`config.mk`:
```
export PLATFORM = sky130hd
export DESIGN_NAME = morse_symbol_decoder_flat
export DESIGN_NICKNAME = d
export VERILOG_FILES = /design/src/rtl/morse_pkg.sv /design/src/rtl/morse_symbol_decoder_if.sv /design/src/rtl/morse_lut.sv /design/src/rtl/morse_symbol_decoder.sv /design/src/flat_wrapper.sv
export SDC_FILE = /design/constraint.sdc
export NUM_CORES = 1
export LEC_CHECK = 0
export CORE_AREA = 2 2 84 107
export DETAILED_ROUTE_END_ITERATION = 12
export DIE_AREA = 0 0 86 109
export GPL_ROUTABILITY_DRIVEN = 0
export PLACE_DENSITY = 0.69
export SLEW_MARGIN = 20
export SYNTH_ARGS = -nofsm -noshare
export SYNTH_HDL_FRONTEND = slang
export SYNTH_SLANG_ARGS = --single-unit
```
`constraint.sdc`:
```
create_clock -name clk -period 2.1 [get_ports clk]
set_input_delay 0.525 -clock clk [delete_from_list [all_inputs] [get_ports clk]]
set_output_delay 0.525 -clock clk [all_outputs]
set_load 0.01 [all_outputs]
```
`src/rtl/morse_pkg.sv`:
```
// rtl/morse_pkg.sv - shared types, glyph constants and Morse glyph table
package morse_pkg;

    localparam int CNT_W = 16;

    localparam logic [7:0] GLYPH_BLANK = 8'hFF;
    localparam logic [7:0] GLYPH_ERR   = 8'hBF;

    typedef enum logic [1:0] {
        S_IDLE,
        S_PRESS,
        S_GAP,
        S_WAIT_WORD
    } state_e;

    // Counters stick at all-ones so very long presses/gaps never wrap.
    function automatic logic [CNT_W-1:0] sat_inc(input logic [CNT_W-1:0] v);
        return (&v) ? v : v + CNT_W'(1);
    endfunction

    // Index is {symbol count, pattern}; pattern bit i is symbol i (0 = dot, 1 = dash).
    // Glyphs are active-low {dp,g,f,e,d,c,b,a}.
    function automatic logic [7:0] glyph_lookup(input logic [2:0] count, input logic [4:0] pattern);
        logic [7:0] g;
        case ({count, pattern})
            {3'd1, 5'b00000}: g = 8'h86; // E
            {3'd1, 5'b00001}: g = 8'h87; // T
            {3'd2, 5'b00010}: g = 8'h88; // A
            {3'd2, 5'b00000}: g = 8'hCF; // I
            {3'd2, 5'b00011}: g = 8'hC8; // M
            {3'd2, 5'b00001}: g = 8'hAB; // N
            {3'd3, 5'b00001}: g = 8'hA1; // D
            {3'd3, 5'b00011}: g = 8'hC2; // G
            {3'd3, 5'b00101}: g = 8'h8A; // K
            {3'd3, 5'b00111}: g = 8'hA3; // O
            {3'd3, 5'b00010}: g = 8'hAF; // R
            {3'd3, 5'b00000}: g = 8'h92; // S
            {3'd3, 5'b00100}: g = 8'hC1; // U
            {3'd3, 5'b00110}: g = 8'hD5; // W
            {3'd4, 5'b00001}: g = 8'h83; // B
            {3'd4, 5'b00101}: g = 8'hC6; // C
            {3'd4, 5'b00100}: g = 8'h8E; // F
            {3'd4, 5'b00000}: g = 8'h89; // H
            {3'd4, 5'b01110}: g = 8'hE1; // J
            {3'd4, 5'b00010}: g = 8'hC7; // L
            {3'd4, 5'b00110}: g = 8'h8C; // P
            {3'd4, 5'b01011}: g = 8'h98; // Q
            {3'd4, 5'b01000}: g = 8'hE3; // V
            {3'd4, 5'b01001}: g = 8'h89; // X
            {3'd4, 5'b01101}: g = 8'h91; // Y
            {3'd4, 5'b00011}: g = 8'hA4; // Z
            {3'd5, 5'b11111}: g = 8'hC0; // 0
            {3'd5, 5'b11110}: g = 8'hF9; // 1
            {3'd5, 5'b11100}: g = 8'hA4; // 2
            {3'd5, 5'b11000}: g = 8'hB0; // 3
            {3'd5, 5'b10000}: g = 8'h99; // 4
            {3'd5, 5'b00000}: g = 8'h92; // 5
            {3'd5, 5'b00001}: g = 8'h82; // 6
            {3'd5, 5'b00011}: g = 8'hF8; // 7
            {3'd5, 5'b00111}: g = 8'h80; // 8
            {3'd5, 5'b01111}: g = 8'h90; // 9
            default:          g = GLYPH_ERR;
        endcase
        return g;
    endfunction

endpackage

```
`src/rtl/morse_symbol_decoder_if.sv`:
```
// rtl/morse_symbol_decoder_if.sv - decoded character bus towards the shift buffer
interface morse_symbol_decoder_if;
    logic [7:0] char_out;
    logic       flag;
    logic       bs;
    logic       direction;

    modport master (output char_out, flag, bs, direction);
    modport slave  (input  char_out, flag, bs, direction);
endinterface

```
`src/rtl/morse_lut.sv`:
```
// rtl/morse_lut.sv - combinational symbol pattern to seven-segment glyph lookup
module morse_lut
    import morse_pkg::*;
(
    input  logic [2:0] count,
    input  logic [4:0] pattern,
    output logic [7:0] glyph
);

    // Pure table lookup; unmapped codes fall back to the dash glyph.
    always_comb begin
        glyph = glyph_lookup(count, pattern);
    end

endmodule

```
`src/rtl/morse_symbol_decoder.sv`:
```
// rtl/morse_symbol_decoder.sv - Morse key timing, symbol accumulation and glyph emission
module morse_symbol_decoder
    import morse_pkg::*;
#(
    parameter int DEBOUNCE   = 4,
    parameter int DOT_MAX    = 200,
    parameter int BS_HOLD    = 1500,
    parameter int LETTER_GAP = 600,
    parameter int WORD_GAP   = 1400,
    parameter int PULSE_LEN  = 4
) (
    input  logic                   clk,
    input  logic                   rst,
    input  logic                   tick,
    input  logic                   key,
    morse_symbol_decoder_if.master out_if
);

    localparam logic [CNT_W-1:0] DEB_C    = CNT_W'(DEBOUNCE);
    localparam logic [CNT_W-1:0] DOT_C    = CNT_W'(DOT_MAX);
    localparam logic [CNT_W-1:0] BS_C     = CNT_W'(BS_HOLD);
    localparam logic [CNT_W-1:0] LETTER_C = CNT_W'(LETTER_GAP);
    localparam logic [CNT_W-1:0] WORD_C   = CNT_W'(WORD_GAP);
    localparam logic [7:0]       PULSE_C  = 8'(PULSE_LEN);

    logic [1:0]       sync_q, sync_d;
    logic             db_q, db_d;
    logic [CNT_W-1:0] db_cnt_q, db_cnt_d;
    logic             rise, fall;

    state_e           state_q, state_d;
    logic [CNT_W-1:0] time_q, time_d;
    logic [4:0]       pattern_q, pattern_d;
    logic [2:0]       sym_q, sym_d;
    logic             ovf_q, ovf_d;
    logic [7:0]       char_q, char_d;
    logic             dir_q, dir_d;
    logic [7:0]       pulse_cnt_q, pulse_cnt_d;
    logic             pulse_bs_q, pulse_bs_d;

    logic [CNT_W-1:0] time_inc;
    logic [7:0]       lut_glyph;
    logic             start_flag, start_bs;

    morse_lut u_lut (
        .count   (sym_q),
        .pattern (pattern_q),
        .glyph   (lut_glyph)
    );

    // Synchronize the raw key and accept a new level only after DEBOUNCE differing ticks.
    always_comb begin
        sync_d   = {sync_q[0], key};
        db_d     = db_q;
        db_cnt_d = db_cnt_q;
        if (sync_q[1] == db_q) begin
            db_cnt_d = '0;
        end else if (tick) begin
            if (db_cnt_q >= DEB_C - CNT_W'(1)) begin
                db_d     = sync_q[1];
                db_cnt_d = '0;
            end else begin
                db_cnt_d = db_cnt_q + CNT_W'(1);
            end
        end
        rise = db_d & ~db_q;
        fall = ~db_d & db_q;
    end

    // Press/gap timing FSM plus glyph/backspace emission and pulse stretching.
    always_comb begin
        state_d     = state_q;
        time_d      = time_q;
        pattern_d   = pattern_q;
        sym_d       = sym_q;
        ovf_d       = ovf_q;
        char_d      = char_q;
        dir_d       = dir_q;
        pulse_bs_d  = pulse_bs_q;
        pulse_cnt_d = (pulse_cnt_q != 8'd0) ? pulse_cnt_q - 8'd1 : 8'd0;
        start_flag  = 1'b0;
        start_bs    = 1'b0;
        time_inc    = tick ? sat_inc(time_q) : time_q;

        // Edges are evaluated against the count before this tick's increment.
        case (state_q)
            S_IDLE: begin
                if (rise) begin
                    state_d = S_PRESS;
                    time_d  = '0;
                end
            end
            S_PRESS: begin
                if (fall) begin
                    if (time_q >= BS_C) begin
                        start_bs  = 1'b1;
                        pattern_d = '0;
                        sym_d     = '0;
                        ovf_d     = 1'b0;
                        state_d   = S_IDLE;
                    end else begin
                        if (sym_q < 3'd5) begin
                            pattern_d[sym_q] = (time_q >= DOT_C);
                            sym_d            = sym_q + 3'd1;
                        end else begin
                            ovf_d = 1'b1;
                        end
                        state_d = S_GAP;
                        time_d  = '0;
                    end
                end else begin
                    time_d = time_inc;
                end
            end
            S_GAP: begin
                if (rise) begin
                    state_d = S_PRESS;
                    time_d  = '0;
                end else if (time_q >= LETTER_C) begin
                    char_d     = ovf_q ? GLYPH_ERR : lut_glyph;
                    start_flag = 1'b1;
                    pattern_d  = '0;
                    sym_d      = '0;
                    ovf_d      = 1'b0;
                    state_d    = S_WAIT_WORD;
                    time_d     = time_inc;
                end else begin
                    time_d = time_inc;
                end
            end
            S_WAIT_WORD: begin
                if (rise) begin
                    state_d = S_PRESS;
                    time_d  = '0;
                end else if (time_q >= WORD_C) begin
                    char_d     = GLYPH_BLANK;
                    start_flag = 1'b1;
                    state_d    = S_IDLE;
                end else begin
                    time_d = time_inc;
                end
            end
            default: state_d = S_IDLE;
        endcase

        if (start_flag) begin
            pulse_cnt_d = PULSE_C;
            pulse_bs_d  = 1'b0;
            dir_d       = 1'b0;
        end else if (start_bs) begin
            pulse_cnt_d = PULSE_C;
            pulse_bs_d  = 1'b1;
            dir_d       = 1'b1;
        end
    end

    // State registers; reset drops any partial letter and active pulse at once.
    always_ff @(posedge clk or posedge rst) begin
        if (rst) begin
            sync_q      <= '0;
            db_q        <= 1'b0;
            db_cnt_q    <= '0;
            state_q     <= S_IDLE;
            time_q      <= '0;
            pattern_q   <= '0;
            sym_q       <= '0;
            ovf_q       <= 1'b0;
            char_q      <= GLYPH_BLANK;
            dir_q       <= 1'b0;
            pulse_cnt_q <= '0;
            pulse_bs_q  <= 1'b0;
        end else begin
            sync_q      <= sync_d;
            db_q        <= db_d;
            db_cnt_q    <= db_cnt_d;
            state_q     <= state_d;
            time_q      <= time_d;
            pattern_q   <= pattern_d;
            sym_q       <= sym_d;
            ovf_q       <= ovf_d;
            char_q      <= char_d;
            dir_q       <= dir_d;
            pulse_cnt_q <= pulse_cnt_d;
            pulse_bs_q  <= pulse_bs_d;
        end
    end

    // One shared stretcher, so flag and bs can never be high together.
    always_comb begin
        out_if.char_out  = char_q;
        out_if.direction = dir_q;
        out_if.flag      = (pulse_cnt_q != 8'd0) && !pulse_bs_q;
        out_if.bs        = (pulse_cnt_q != 8'd0) && pulse_bs_q;
    end

endmodule

```
`src/flat_wrapper.sv`:
```
// flat-port wrapper written by rule: the top's interface ports become plain ports
module morse_symbol_decoder_flat import morse_pkg::*;
#(
    parameter int DEBOUNCE   = 4,
    parameter int DOT_MAX    = 200,
    parameter int BS_HOLD    = 1500,
    parameter int LETTER_GAP = 600,
    parameter int WORD_GAP   = 1400,
    parameter int PULSE_LEN  = 4
)
  (clk, rst, tick, key, out_if_char_out, out_if_flag, out_if_bs, out_if_direction);
  morse_symbol_decoder_if out_if_i ();
  input  logic clk;
  input  logic rst;
  input  logic tick;
  input  logic key;
  output wire logic [$bits(out_if_i.char_out)-1:0] out_if_char_out;
  output wire logic [$bits(out_if_i.flag)-1:0] out_if_flag;
  output wire logic [$bits(out_if_i.bs)-1:0] out_if_bs;
  output wire logic [$bits(out_if_i.direction)-1:0] out_if_direction;
  assign out_if_char_out = out_if_i.char_out;
  assign out_if_flag = out_if_i.flag;
  assign out_if_bs = out_if_i.bs;
  assign out_if_direction = out_if_i.direction;
  morse_symbol_decoder #(.DEBOUNCE(DEBOUNCE), .DOT_MAX(DOT_MAX), .BS_HOLD(BS_HOLD), .LETTER_GAP(LETTER_GAP), .WORD_GAP(WORD_GAP), .PULSE_LEN(PULSE_LEN)) u_core (.clk(clk), .rst(rst), .tick(tick), .key(key), .out_if(out_if_i));
endmodule
```
# Yosys cells after proc, flatten, opt, wreduce, memory -nomap -nowiden
# Index checks and enable logic that the tools add are counted.
# W data, S select, Z words.
[totals] reg_bits=63 output_inout_bits=11 inputBits=4
[classes] n_reduce_logical=19 bitwise=4 n_mux=64 add_sub_neg=4 n_eq_ne=52 magnitude_cmp=8
[ops] operator="$pmux W7 S33" n=1
[ops] operator="$eq A8 B8 Y1 const B" n=22
[ops] operator="$mux W16" n=11
[ops] operator="$eq A8 B7 Y1 const B" n=12
[ops] operator="$pmux W16 S4" n=1
[ops] operator="$mux W8" n=7
[ops] operator="$add A16 B1 Y16 const B" n=2
[ops] operator="$ge A16 B11 Y1 const B" n=2
[ops] operator="$mux W5" n=5
[ops] operator="$mux W1" n=18
[ops] operator="$eq A8 B6 Y1 const B" n=2
[ops] operator="$ge A16 B10 Y1 const B" n=1
[ops] operator="$ge A16 B2 Y1 const B" n=1
[ops] operator="$ge A16 B8 Y1 const B" n=1
[ops] operator="$pmux W8 S2" n=1
[ops] operator="$reduce_and A16 Y1" n=1
[ops] operator="$mux W3" n=5
[ops] operator="$reduce_and A5 Y1" n=3
[ops] operator="$mux W2" n=7
[ops] operator="$pmux W5 S2" n=1
[ops] operator="$ne A3 B1 Y1 const B" n=3
[ops] operator="$ne A2 B1 Y1 const B" n=4
[ops] operator="$pmux W2 S4" n=1
[ops] operator="$reduce_bool A2 Y1" n=4
[ops] operator="other kinds (25)" n=35

# Depth between registers and ports, before layout
# Gate-level depths: netlist (run 1).
[logic_depth] word_depth=10 mapped_depth=9 depth_no_buf=8

# By module
# Synthesis (run 1) repeated with hierarchy kept, for this count alone.
[hier_totals] cells_unflattened=492 area_unflattened_um2=4280.4
[by_module_without_submodules] module="morse_symbol_decoder" area_per_inst_um2=3350.7 seq_area_each_um2=1586.5 n_inst=1 cells_each=352
[by_module_without_submodules] module="morse_lut" area_per_inst_um2=929.6 seq_area_each_um2=0.0 n_inst=1 cells_each=140

# Worst setup path before layout (run 1)
# No wires, ideal clock.
[synth_timing] path_kind="reg2reg" from="register u_core.time_q[0]" to="register u_core.time_q[4]" path_slack_ns=-0.078 t_required_ns=1.962 t_arrival_ns=2.040 period_less_slack_ns=2.178 path_stages_with_launch=10 setup_time_ns=0.138 path_buffers=2 path_cell_list="dfrtp_1 -> ha_1 -> nand3_1 -> or3_1 -> clkbuf_1 -> o31a_1 -> and2_1 -> clkbuf_1 -> a41oi_1 -> a31oi_1"
[synth_via] elab_chain_len=6
[synth_rtl] item="start: declaration" line_no="morse_symbol_decoder.sv:32" text="logic [CNT_W-1:0] time_q, time_d;"
[synth_rtl] item="start signal: assignment" line_no="morse_symbol_decoder.sv:177" text="time_q <= time_d;"
[synth_rtl] item="$add A16 B1 Y16 / $reduce_and A16 Y1 (equally long branches)" line_no="morse_pkg.sv:18" text="return (&v) ? v : v + CNT_W'(1);"
[synth_rtl] item="$mux W16" line_no="morse_pkg.sv:18"
[synth_rtl] item="$mux W16" line_no="morse_symbol_decoder.sv:83" text="time_inc = tick ? sat_inc(time_q) : time_q;"
[synth_rtl] item="$mux W16" line_no="morse_symbol_decoder.sv:135" text="end else if (time_q >= WORD_C) begin"
[synth_rtl] item="$mux W16" line_no="morse_symbol_decoder.sv:132" text="if (rise) begin"
[synth_rtl] item="$pmux W16 S4" line_no="morse_symbol_decoder.sv:86" text="case (state_q)"
# Parallel ways exist; a longest one is shown, timed or not. The select of a mux whose other input is x is not followed.
# A chain may end at the register's enable or synchronous reset.

# Worst setup path in the final report (run 1)
[layout_timing] from="register u_core.pulse_cnt_q[5]" to="output out_if_bs"
[layout_via] elab_chain_len=2
[layout_rtl] item="start: declaration" line_no="morse_symbol_decoder.sv:38" text="logic [7:0] pulse_cnt_q, pulse_cnt_d;"
[layout_rtl] item="start signal: assignment" line_no="morse_symbol_decoder.sv:183" text="pulse_cnt_q <= pulse_cnt_d;"
[layout_rtl] item="$reduce_bool A8 Y1" line_no="morse_symbol_decoder.sv:193" text="out_if.bs = (pulse_cnt_q != 8'd0) && pulse_bs_q;"
[layout_rtl] item="$logic_and A1 B1 Y1" line_no="morse_symbol_decoder.sv:193"
[layout_rtl] item="end: declaration" line_no="flat_wrapper.sv:19" text="output wire logic [$bits(out_if_i.bs)-1:0] out_if_bs;"
# No other way between the ends.

==> results of run 1 <==
==> path summary, 6_finish.rpt <==
kind	end	startpoint	slack, ps
min in group asynchronous	u_core.time_q[7]$_DFFE_PP0P_	rst	480
worst min-delay path	u_core.sync_q[1]$_DFF_PP0_	u_core.sync_q[0]$_DFF_PP0_	350
worst max register to register	u_core.out_if.char_out[1]$_DFFE_PP1P_	u_core.db_cnt_q[4]$_DFFE_PP0P_	-210
worst max-delay path	out_if_bs	u_core.pulse_cnt_q[5]$_DFF_PP0_	-270
worst min register to register	u_core.sync_q[1]$_DFF_PP0_	u_core.sync_q[0]$_DFF_PP0_	350
max in group asynchronous	u_core.db_cnt_q[3]$_DFFE_PP0P_	rst	1060
==> flip-flops by register name, indices dropped and copies added, names as in the netlist, 2 cells and up <==
register,cells
u_core.db_cnt_q,16
u_core.time_q,16
u_core.pulse_cnt_q,8
u_core.out_if.char_out,7
u_core.pattern_q,5
u_core.sym_q,3
u_core.state_q,2
u_core.sync_q,2
==> synthesized netlist by cell type (3+ instances only) <==
| library cell | n | area, um^2 |
|---|---|---|
| o31ai_1 | 5 | 37.5 |
| nor4_1 | 6 | 37.5 |
| nor3_1 | 18 | 90.1 |
| nand2b_1 | 9 | 56.3 |
| dfstp_2 | 7 | 184 |
| o21ai_1 | 17 | 85.1 |
| clkbuf_1 | 24 | 90.1 |
| nand3b_1 | 3 | 22.5 |
| nor2_1 | 69 | 259 |
| dfrtp_1 | 55 | 1380 |
| buf_2 | 7 | 35.0 |
| a41oi_1 | 10 | 87.6 |
| ha_1 | 6 | 75.1 |
| a31oi_1 | 22 | 138 |
| o22ai_1 | 3 | 18.8 |
| nor2_2 | 7 | 43.8 |
| or3_1 | 3 | 18.8 |
| xnor2_1 | 5 | 43.8 |
| nand2_1 | 41 | 154 |
| inv_1 | 15 | 56.3 |
| nand3_1 | 21 | 105 |
| and4_1 | 3 | 26.3 |
| o211ai_1 | 3 | 22.5 |
| and3_1 | 9 | 56.3 |
| nor2b_1 | 10 | 62.6 |
| and2_1 | 7 | 43.8 |
| a21o_1 | 3 | 22.5 |
| o21ai_0 | 21 | 105 |
| xor2_1 | 4 | 35.0 |
| nand4_1 | 7 | 43.8 |
| a21oi_1 | 39 | 195 |
==> routing by layer <==
| layer | vias up | global-route usage (%) | share of wire, % |
|---|---|---|---|
| li1 | 2069 | - | - |
| met1 | 2129 | 30.4 | 39 |
| met2 | 157 | 47.1 | 53 |
| met3 | 46 | 5.83 | 4.3 |
| met4 | 0 | 12.1 | 3.9 |
| met5 | - | 0 | 0 |
==> worst reg2reg max path, delay by kind of cell, from the launching register on <==
family                 cells  cell delay [ps]
AO/OA/AOI/OAI              4              650
buffers and inverters      4              680
flip-flops                 1              410
AND/OR/NAND/NOR            2              510
==> kinds of logic (layout without fill, tap and decap cells) <==
kind of cell | count (synthesis) | in the layout | share of synthesized area [%]
AOI/OAI and AO/OA | 151 | 151 | 24.0
xor gates and xnor gates | 9 | 9 | 1.93
adders and majority gates | 6 | 6 | 1.83
buffers and inverters | 54 | 163 | 5.72
DFF | 62 | 62 | 38.1
muxes | 2 | 2 | 0.550
other | 1 | 1 | 0.0917
and+or+nand+nor | 226 | 226 | 27.7
==> power groups by stage <==
stage / registers, W / clock network, W / logic, W
global route: 0.00147 / 0.00108 / 0.00133
finish: 0.00146 / 0.00101 / 0.00123
global placement: 0.00143 / 0 / 0.000910
detailed placement: 0.00144 / 0 / 0.000926
CTS: 0.00143 / 0.00101 / 0.000992
floorplan: 0.00145 / 0 / 0.000516
==> timing repair <==
action / CTS / global route
gates resized for setup: 46 / 90
pin swaps: 21 / 42
gates cloned: 1 / 0
hold buffers: 0 / 0
setup buffers: 8 / 10
endpoints found under the setup margin: 38 / 43
==> cell type report <==
type / count / share of cell area, %
tap: 100 / 2.15
timing repair buffer: 130 / 18.6
multi-input combinational: 395 / 48.1
clock buffer: 16 / 3.26
inverter: 17 / 1.10
sequential: 62 / 26.8
==> stage by stage <==
stage	hold WS, ps	area [um^2]	setup slack, ps	power, W	setup TNS, ps
detailed placement	343	4960	-380	0.00237	-9250
global placement	335	4960	-316	0.00234	-7920
floorplan	331	4110	-35.2	0.00197	-35.2
CTS	357	5380	-339	0.00344	-1450
finish	355	5830	-271	0.00369	-3920
global route	358	5830	-332	0.00388	-7060
==> impl_metrics.csv, run 1 <==
group,metric,value,unit
run_status,status,"complete, but fails checks",
run_status,violations,"negative setup slack",
synth,async_flop_share,100,%
setup_path,worstPathArrival,1850,ps
synth,synth-edff-count,0,
sta,setup_viol,39,
synth,synth_warnings,0,
power_and_ir_drop,p_clk_share,27.2,%
setup_path,path_class,"reg -> out",
die,die_w,86,um
synth,synthFlopType,"dfrtp_1",
clock_network,clkTransAtPathRegs,60,ps
setup_path,critPathBufInv,2,
sta,worst_slack,-271,ps
power_and_ir_drop,vdd_drop_max,0.493,mV
clock_network,cts_tree,"done",
clock_network,clock_latency,360,ps
global_routing,grt_pass1_vias,4265,
clock_network,clk_path_buf_depth,2,
synth,syn_avg_cell_area,8.01,um^2
layout,seq_area,0.00156,mm^2
clock_network,cts-buffers-inserted,9,
power_and_ir_drop,p_switching,0.00121,W
layout,multi_input_area,0.00280,mm^2
global_routing,grt_max_degree,23,
sta,fin_crit,2370,ps
sta,finalMaxSlewViolations,0,
setup_path,cp-end-kind,"primary output",
power_and_ir_drop,power_density,633,mW/mm^2
routing,wl_per_cell,17.8,um
routing,antenna_left,0,
hold_path,hp-class,"reg -> reg",
power_and_ir_drop,pwr-share-comb,33.2,%
power_and_ir_drop,power_frac_seq,39.5,%
synth,syn_inst,511,
hold_path,min_path_cells,0,
global_routing,grt_first_pass_wirelength,19700,um
die,die_y,109,um
layout,fillers,609,
synth,syn_area,0.00409,mm^2
routing,wl,12800,um
routing,drt-initial-drc-count,342,
layout,postLayoutCoreUtil,69.2,%
synth,yosysSeqAreaShare,38.1,%
placement,dp_hpwl,8430,um
setup_path,reg2reg_depth,10,
sta,hold_violations,0,
layout,final_common_cell,"buf_4",
sta,rsz0062_at_grt,"true",
synth,synth_seq_cells,62,
setup_path,crit_cells,5,
layout,drive_gt1_share,38.2,%
sta,period_share,113,%
flow_run,maxCapViolCount,0,
sta,relSlewSlack,64.5,%
global_routing,track_usage,26.6,%
clock_network,clock_sinks,62,
setup_path,slowest_stage,"or4_4",
setup_path,crit_required,1570,ps
global_routing,antenna_found_initial,0,
sta,fmax,0.422,GHz
clock_network,root_buffer,"clkbuf_8",
layout,nets,625,
die,initial_utilization,48.6,%
routing,first_pass_iters,5,
setup_path,critical_path.max_stage_delay,560,ps
power_and_ir_drop,power_leakage,2.47,nW
placement,portBuffers,13,
sta,finClkSkew,12.7,ps
setup_path,cp_max_fo,3,
die,dieArea,0.00937,mm^2
layout,finalNonFillerCells,720,
setup_path,cp-start-kind,"flop",
sta,tightestPinTransition,530,ps
layout,syn2layout_area_growth,42.4,%
placement,dp.cells,687,
die,core,0.00842,mm^2
power_and_ir_drop,switching_share,32.9,%
layout,antenna_cells,0,
die,io_pins,15,
synth,synth.distinct_cells,71,
global_routing,grt_remaining_overflow,0,
layout,final_cell_mix,"buf_4, nor2_1, dfrtp_1",
routing,routed-via-count,4401,
setup_path,cp_top_family,"simple AND/OR/NAND/NOR gates",
clock_network,ctsHtreeMaxLevel,3,
power_and_ir_drop,intPower,0.00248,W
routing,viasPerCell,6.11,
setup_path,crit_chain,"or4_4, nor4b_4, buf_4, nor2b_1, buf_2",
routing,drc_errors,0,
synth,syn_nets,521,
die,placementRows,38,
(Power assumes the default switching activity.)
==> run 2, diff against run 1 <==
ABC_CLOCK_PERIOD_IN_PS = 2100   (was not set)
HOLD_SLACK_MARGIN = 0.08   (was not set)
==> results of run 2 <==
The final DEF is identical to that of run 1; final timing and power are the same.
